File: src/rtl/uart_rx_fifo_if.sv
// Byte-stream bundle between the UART receiver, the RX FIFO and its consumer.
// Receiver side: rxData/rxDone/rxErr. Consumer side: outData/outValid/outReady.
// master = environment (receiver + consumer), slave = the FIFO.
interface uart_rx_fifo_if;
    logic [7:0] rxData;
    logic       rxDone;
    logic       rxErr;
    logic [7:0] outData;
    logic       outValid;
    logic       outReady;

    modport master (
        output rxData, rxDone, rxErr, outReady,
        input  outData, outValid
    );

    modport slave (
        input  rxData, rxDone, rxErr, outReady,
        output outData, outValid
    );
endinterface

File: src/rtl/uart_rx_fifo.sv
// Purpose: circular receive FIFO behind the UART receiver with sticky error flags and level irq.
// Latency: push visible next cycle (no bypass); outData is a combinational read of the head entry.
// Backpressure: none toward the receiver -- a byte arriving while full with no pop is dropped (overrun).
// Ports: clk, nReset (sync, active-low), en (oversample tick, idle timer only), bus (rx byte in,
//        ready/valid byte out), count, overrun/frameErr/timeout (sticky), clearFlags, irq, errCount.
// Optional: define UART_RX_FIFO_ERRCNT_EN to build the saturating 8-bit error counter on errCount;
//           otherwise errCount is tied to zero.
module uart_rx_fifo #(
    parameter int Depth        = 8,
    parameter int Threshold    = 4,
    parameter int TimeoutTicks = 64
) (
    input  logic                     clk,
    input  logic                     nReset,
    input  logic                     en,
    uart_rx_fifo_if.slave            bus,
    output logic [$clog2(Depth):0]   count,
    output logic                     overrun,
    output logic                     frameErr,
    output logic                     timeout,
    input  logic                     clearFlags,
    output logic                     irq,
    output logic [7:0]               errCount
);
    localparam int PW = $clog2(Depth);
    localparam int CW = PW + 1;
    localparam int TW = $clog2(TimeoutTicks);

    localparam logic [CW-1:0] DEPTH_C  = CW'(Depth);
    localparam logic [CW-1:0] THRESH_C = CW'(Threshold);
    localparam logic [TW-1:0] RELOAD   = TW'(TimeoutTicks - 1);

    logic [7:0]    mem [Depth];
    logic [PW-1:0] wr_ptr;
    logic [PW-1:0] rd_ptr;
    logic [CW-1:0] count_q;
    logic [CW-1:0] count_d;
    logic [TW-1:0] timer;

    logic push;
    logic pop;
    logic drop;
    logic tmo_evt;
    logic overrun_d;
    logic frame_d;
    logic timeout_d;

    assign count        = count_q;
    assign bus.outValid = (count_q != '0);
    // Gated so the output reads zero while empty, independent of stale array contents.
    assign bus.outData  = bus.outValid ? mem[rd_ptr] : 8'h00;

    assign pop  = bus.outValid && bus.outReady;
    // A pop in the same cycle frees a slot, so a full FIFO still accepts the byte.
    assign push = bus.rxDone && ((count_q != DEPTH_C) || pop);
    assign drop = bus.rxDone && !push;

    always_comb begin
        count_d = count_q;
        case ({push, pop})
            2'b10:   count_d = count_q + CW'(1);
            2'b01:   count_d = count_q - CW'(1);
            default: count_d = count_q;
        endcase
    end

    // Timer sits at zero once expired; each further en re-asserts the event.
    assign tmo_evt = en && !push && !pop && bus.outValid && (timer == '0);

    // Sticky flags: a set event in the same cycle overrides clearFlags.
    assign overrun_d = drop      || (overrun  && !clearFlags);
    assign frame_d   = bus.rxErr || (frameErr && !clearFlags);
    assign timeout_d = tmo_evt   || (timeout  && !clearFlags);

    // Storage has no reset; contents are don't-care until written.
    always_ff @(posedge clk) begin
        if (push) begin
            mem[wr_ptr] <= bus.rxData;
        end
    end

    always_ff @(posedge clk) begin
        if (!nReset) begin
            wr_ptr   <= '0;
            rd_ptr   <= '0;
            count_q  <= '0;
            timer    <= RELOAD;
            overrun  <= 1'b0;
            frameErr <= 1'b0;
            timeout  <= 1'b0;
            irq      <= 1'b0;
        end else begin
            if (push) begin
                wr_ptr <= wr_ptr + PW'(1);
            end
            if (pop) begin
                rd_ptr <= rd_ptr + PW'(1);
            end
            count_q <= count_d;

            if (push || pop || !bus.outValid) begin
                timer <= RELOAD;
            end else if (en && (timer != '0)) begin
                timer <= timer - TW'(1);
            end

            overrun  <= overrun_d;
            frameErr <= frame_d;
            timeout  <= timeout_d;
            // Built from next-state values so irq tracks the flags and count in the same cycle.
            irq      <= (count_d >= THRESH_C) || overrun_d || frame_d || timeout_d;
        end
    end

`ifdef UART_RX_FIFO_ERRCNT_EN
    logic [7:0] err_cnt;
    logic [1:0] err_inc;
    logic [8:0] err_sum;

    // A framing error and a dropped byte in one cycle count as two events.
    assign err_inc = {1'b0, bus.rxErr} + {1'b0, drop};
    assign err_sum = {1'b0, err_cnt} + {7'b0, err_inc};

    always_ff @(posedge clk) begin
        if (!nReset) begin
            err_cnt <= 8'd0;
        end else if (clearFlags) begin
            err_cnt <= {6'b0, err_inc};
        end else if (err_sum[8]) begin
            err_cnt <= 8'hFF;
        end else begin
            err_cnt <= err_sum[7:0];
        end
    end

    assign errCount = err_cnt;
`else
    assign errCount = 8'd0;
`endif
endmodule

File: src/flat_wrapper.sv
// flat-port wrapper written by rule: the top's interface ports become plain ports
module uart_rx_fifo_flat 
#(
    parameter int Depth        = 8,
    parameter int Threshold    = 4,
    parameter int TimeoutTicks = 64
)
  (clk, nReset, en, count, overrun, frameErr, timeout, clearFlags, irq, errCount, bus_rxData, bus_rxDone, bus_rxErr, bus_outReady, bus_outData, bus_outValid);
  uart_rx_fifo_if bus_i ();
  input  logic clk;
  input  logic nReset;
  input  logic en;
  output logic [$clog2(Depth):0] count;
  output logic overrun;
  output logic frameErr;
  output logic timeout;
  input  logic clearFlags;
  output logic irq;
  output logic [7:0] errCount;
  input wire logic [$bits(bus_i.rxData)-1:0] bus_rxData;
  input wire logic [$bits(bus_i.rxDone)-1:0] bus_rxDone;
  input wire logic [$bits(bus_i.rxErr)-1:0] bus_rxErr;
  input wire logic [$bits(bus_i.outReady)-1:0] bus_outReady;
  output wire logic [$bits(bus_i.outData)-1:0] bus_outData;
  output wire logic [$bits(bus_i.outValid)-1:0] bus_outValid;
  assign bus_i.rxData = bus_rxData;
  assign bus_i.rxDone = bus_rxDone;
  assign bus_i.rxErr = bus_rxErr;
  assign bus_i.outReady = bus_outReady;
  assign bus_outData = bus_i.outData;
  assign bus_outValid = bus_i.outValid;
  uart_rx_fifo #(.Depth(Depth), .Threshold(Threshold), .TimeoutTicks(TimeoutTicks)) u_core (.clk(clk), .nReset(nReset), .en(en), .bus(bus_i), .count(count), .overrun(overrun), .frameErr(frameErr), .timeout(timeout), .clearFlags(clearFlags), .irq(irq), .errCount(errCount));
endmodule
File: config.mk
export PLATFORM = sky130hd
export DESIGN_NAME = uart_rx_fifo_flat
export DESIGN_NICKNAME = d
export VERILOG_FILES = /design/src/rtl/uart_rx_fifo_if.sv /design/src/rtl/uart_rx_fifo.sv /design/src/flat_wrapper.sv
export SDC_FILE = /design/constraint.sdc
export NUM_CORES = 1
export LEC_CHECK = 0
export ABC_AREA = 1
export CAP_MARGIN = 20
export CORE_ASPECT_RATIO = 0.75
export CORE_MARGIN = 4
export CORE_UTILIZATION = 56
export CTS_CLUSTER_DIAMETER = 200
export CTS_CLUSTER_SIZE = 24
export DETAILED_ROUTE_END_ITERATION = 7
export DONT_BUFFER_PORTS = 1
export GPL_TIMING_DRIVEN = 1
export HOLD_SLACK_MARGIN = 0.12
export PLACE_DENSITY = 0.74
export SYNTH_ARGS = -nofsm -noshare
export SYNTH_HDL_FRONTEND = slang
export SYNTH_SLANG_ARGS = --single-unit
File: constraint.sdc
create_clock -name clk -period 1.71 [get_ports clk]
set_input_delay 0.2565 -clock clk [delete_from_list [all_inputs] [get_ports clk]]
set_output_delay 0.2565 -clock clk [all_outputs]
set_load 0.03 [all_outputs]
Yosys cells after proc, flatten, opt, wreduce, memory -nomap -nowiden
Memory sizes are Yosys's and may differ from the RTL's. A register that Yosys moved wholly into a read port is not among the register bits. Index checks and enable logic that the tools add are counted.

Register bits after elaboration: 20. Memories kept: 1. Bits in writable memories: 64. Input port bits: 15.

Memory list: u_core.mem (words 8, width 8, rd ports 1, clocked after memory_dff 1, wr ports 1, RTL line uart_rx_fifo.sv:33) `logic [7:0] mem [Depth];`.

Reductions and logical operators: 28. $lt $le $gt $ge: 1. Mux-type cells: 6. Bitwise logic cells: 1. Equality and inequality tests: 3. $add $sub $neg: 5.

Operators with widths (number): $logic_and A1 B1 Y1 (11); $logic_or A1 B1 Y1 (9); $mux W8 (1); $pmux W4 S2 (1); $add A3 B1 Y3 const B (2); $logic_not A6 Y1 (1); $mux W3 (2); $reduce_bool A6 Y1 (1); $sub A6 B1 Y6 const B (1); $add A4 B1 Y4 const B (1); $ge A4 B3 Y1 const B (1); $logic_not A1 Y1 (4); $ne A4 B4 Y1 const B (1); $reduce_bool A4 Y1 (1); $sub A4 B1 Y4 const B (1); $eq A2 B1 Y1 const B (1); $eq A2 B2 Y1 const B (1); $mux W1 (2); $reduce_or A2 Y1 (1); $not A1 Y1 (1).

Depth between registers and ports, before layout
Depth in word-level cells: 11. Mapped depth: 13. Depth with buffers taken out: 13.

Worst setup path after synthesis
Ideal clock, no wire load.

Kind: register to register. From: register u_core.count_q[2], in the netlist u_core.count[2]. To: register u_core.irq. Period minus slack after synthesis: 1919 ps. Arrival: 1804 ps. Path buffers: 0. Setup slack: -209 ps. Stages on the path, launching flop included: 14. Cells stage by stage: dfxtp_1 nor2_1 nand2_1 nand3_1 inv_1 fa_1 inv_1 nand2_1 nand3_1 nand3_1 nand2_1 nand2_1 a21oi_1 nand2_1.

Cells in the longest elaborated chain, start to end: 11. Elaborated cells between the ends (all ways): 23. Classes of those cells: add/sub: 2; order compare: 1; eq/ne: 3; mux: 1; reduce/logical: 16.

RTL lines: start: declaration (RTL line uart_rx_fifo.sv:36) `logic [CW-1:0] count_q;`; start signal: assignment (RTL line uart_rx_fifo.sv:99) `count_q <= count_d;`; parallel branches: the longest is 10 deep, another holds $ge A4 B3 Y1; $logic_or A1 B1 Y1 * (RTL line uart_rx_fifo.sv:111) `irq <= (count_d >= THRESH_C) || overrun_d || frame_d || timeout_d;`; end signal: assignment (RTL line uart_rx_fifo.sv:111); end: declaration (RTL line uart_rx_fifo.sv:22) `output logic irq,`.

Every way passes the cells marked *. A chain may end at the register's enable or synchronous reset.

==> results.sh <==
export IMPL_status="complete, but fails checks"
export IMPL_violations="setup timing"
export IMPL_first_global_vias=2597
export IMPL_area_growth_pct=21.1
export IMPL_r2r_setup_slack_ps=-70
export IMPL_arrival_ps=1630
export IMPL_fp_dieH_um=79.1
export IMPL_wl_met2_mm=3.91
export IMPL_r2r_end="u_core.irq$_SDFF_PN0_"
export IMPL_hp_class="input port to flip-flop"
export IMPL_drc=0
export IMPL_vias_per_cell=5.62
export IMPL_fmax_mhz=531
export IMPL_final_cell_mix="nor2_1, edfxtp_1, nand2_1"
export IMPL_core_area_um2=6410
export IMPL_crit_end="bus_outData[3]"
export IMPL_top_layer_used="met4"
export IMPL_final_critical_path_setup_slack_ps=-173
export IMPL_drive_gt1_share_pct=22.6
export IMPL_antenna_found_initial=0
export IMPL_end_kind="output pin"
export IMPL_post_place_cells=464
export IMPL_clock_latency_ps=350
export IMPL_post_route_min_period_ps=1880
export IMPL_drt_wl_total_mm=8.43
export IMPL_max_cap_violations=0
export IMPL_cts_root_buf="clkbuf_8"
export IMPL_clock_skew_ps=9.98
export IMPL_m1WireLength_mm=3.69
export IMPL_dr_total_vias=2767
export IMPL_ant_nets=0
export IMPL_p_per_area_nw_per_um2=1510
export IMPL_antennaDiodeCount=0
export IMPL_first_pass_iters=5
export IMPL_reg2reg_depth=12
export IMPL_grt_pass1_wl_mm=12.7
export IMPL_avgRoutedWirePerCell_um=17.1
export IMPL_maxSlewViolCount=0
export IMPL_layout_commonest_cell="nor2_1"
export IMPL_rsz0062_at_grt="yes"
export IMPL_num_rows=25
export IMPL_hold_viol=0
export IMPL_numPortBuffers=0
export IMPL_track_usage_pct=20.8
export IMPL_cts_tree="done"
export IMPL_dp_hpwl_mm=5.11
export IMPL_grt_max_degree=33
export IMPL_syn_inst=360
export IMPL_overflow=0
export IMPL_drt_iter0_markers=215
export IMPL_clkTransAtPathRegs_ps=80
export IMPL_peakVddDrop_uv=864
export IMPL_layout_nets=429
export IMPL_power_leakage_nw=1.76
export IMPL_top_level_ports=40
export IMPL_dieWidth_um=103
export IMPL_r2r_start="u_core.count[2]$_SDFF_PN0_"
export IMPL_required_ps=1450
export IMPL_gp_congestion=0.842
export IMPL_whs_ps=131
export IMPL_h_tree_depth=3
export IMPL_wl_met3_um=623
export IMPL_worst_setup_path_type="flip-flop to output pin"
export IMPL_fp_dieArea_um2=8140
export IMPL_timing_final_crit_share_pct=110
export IMPL_cts_made_buffers=9
export IMPL_initial_utilization_pct=58.9
export IMPL_worst_path_max_fanout=10
export IMPL_ys_ff_latch=87
export IMPL_synth_cell_types=25
export IMPL_yosysSeqAreaShare_pct=63.0
export IMPL_dp_slack_ps=-50.0
export IMPL_syn_area_um2=3780
export IMPL_cts_max_path_buffers=2
export IMPL_cts_sinks=87
export IMPL_final_cells=492
export IMPL_syn_area_per_cell_um2=10.5
export IMPL_start_kind="flip-flop"
export IMPL_setup_viol_count_final=10
export IMPL_yosys_warnings=0
-- Yosys cell counts --
cell / n / area (um2)
inv_1: 29 / 109
edfxtp_1: 64 / 1920
nor2_1: 86 / 323
nand2_1: 37 / 139
o32ai_1: 2 / 17.5
dfxtp_1: 23 / 460
fa_1: 1 / 20.0
nand3_1: 18 / 90.1
buf_4: 10 / 75.1
clkbuf_1: 1 / 3.75
inv_2: 1 / 3.75
o21ai_1: 18 / 90.1
ha_1: 6 / 75.1
o211ai_1: 2 / 15.0
a21oi_4: 1 / 16.3
o21ai_0: 29 / 145
xnor2_1: 1 / 8.76
nand4_1: 2 / 12.5
xor2_1: 1 / 8.76
conb_1: 1 / 3.75
a21oi_1: 10 / 50.1
buf_2: 5 / 25.0
nor2_4: 2 / 22.5
o32ai_2: 6 / 97.6
buf_6: 4 / 45.0
-- report_power, final --
group / switching [mW] / leakage [nW] / internal (mW)
Sequential: 0.152 / 0.773 / 2.45
Clock: 0.679 / 0.0745 / 0.514
Combinational: 1.86 / 0.917 / 1.24
-- stage by stage --
step                TNS [ps]  area, um2  power, mW  util, %
floorplan                  0       3830       4.48        -
global placement           0       4080       5.18     63.6
detailed placement      -611       4080       5.26     63.6
CTS                    -1060       4390       6.54     68.4
global route           -3570       4580       7.30     71.4
finish                 -1100       4580       6.89     71.4
-- worst max-delay path, stage by stage (launching register included) --
cell     delay, ps
dfxtp_4        380
inv_4          110
buf_12         140
nor2_1          50
o32ai_2        190
nor2_1          70
nor2_1         160
buf_4          190
-- sequential cells by signal (all words and copies together), names as in the netlist, named ones only --
register,flops
u_core.mem,64
u_core.count,4
u_core.irq,1
u_core.timeout,1
u_core.wr_ptr,3
u_core.rd_ptr,3
u_core.frameErr,1
u_core.timer,6
u_core.overrun,1
-- cells by family after synthesis --
kind of cell	Yosys count	synth area share (%)
AOI/OAI and AO/OA	68	11.4
xor gates and xnor gates	2	0.464
adders and majority gates	7	2.52
buffers and inverters	50	6.92
DFF	87	63.0
other	1	0.0992
and+or+nand+nor	145	15.5
-- worst min path at each step --
stage,startpoint,end,slack (ps),cells past startpoint
finish,clearFlags,u_core.timeout$_SDFF_PN0_,130,3
CTS,clearFlags,u_core.timeout$_SDFF_PN0_,120,3
floorplan,bus_rxData[0],u_core.mem[0][0]$_DFFE_PP_,360,0
global route,clearFlags,u_core.timeout$_SDFF_PN0_,150,3
detailed placement,bus_rxData[4],u_core.mem[1][4]$_DFFE_PP_,360,0
global placement,bus_rxData[5],u_core.mem[1][5]$_DFFE_PP_,360,0
-- area by class of cell --
| cell class | instances | area (um2) |
|---|---|---|
| well taps | 81 | 101 |
| fillers | 442 | 1840 |
| repair buffers | 49 | 495 |
| multi-input cells | 230 | 1310 |
| clock inverters | 4 | 23.8 |
| clock buffers | 11 | 131 |
| inverters | 30 | 118 |
| flip-flops and latches | 87 | 2400 |
-- routing by layer --
| metal | up-vias | GRT usage (%) |
|---|---|---|
| met5 | - | 0 |
| met4 | 0 | 9.06 |
| met3 | 21 | 6.41 |
| met2 | 116 | 29.5 |
| met1 | 1322 | 29.4 |
| li1 | 1308 | - |
-- timing repair --
item,in CTS,in global routing
hold buffers,10,0
cloned,0,2
pin swaps,1,6
resized for setup,14,35
buffers inserted,0,1
setup endpoints to repair,36,50
hold endpoints to repair,77,0
Note: power is estimated with default switching activity, not from simulation.
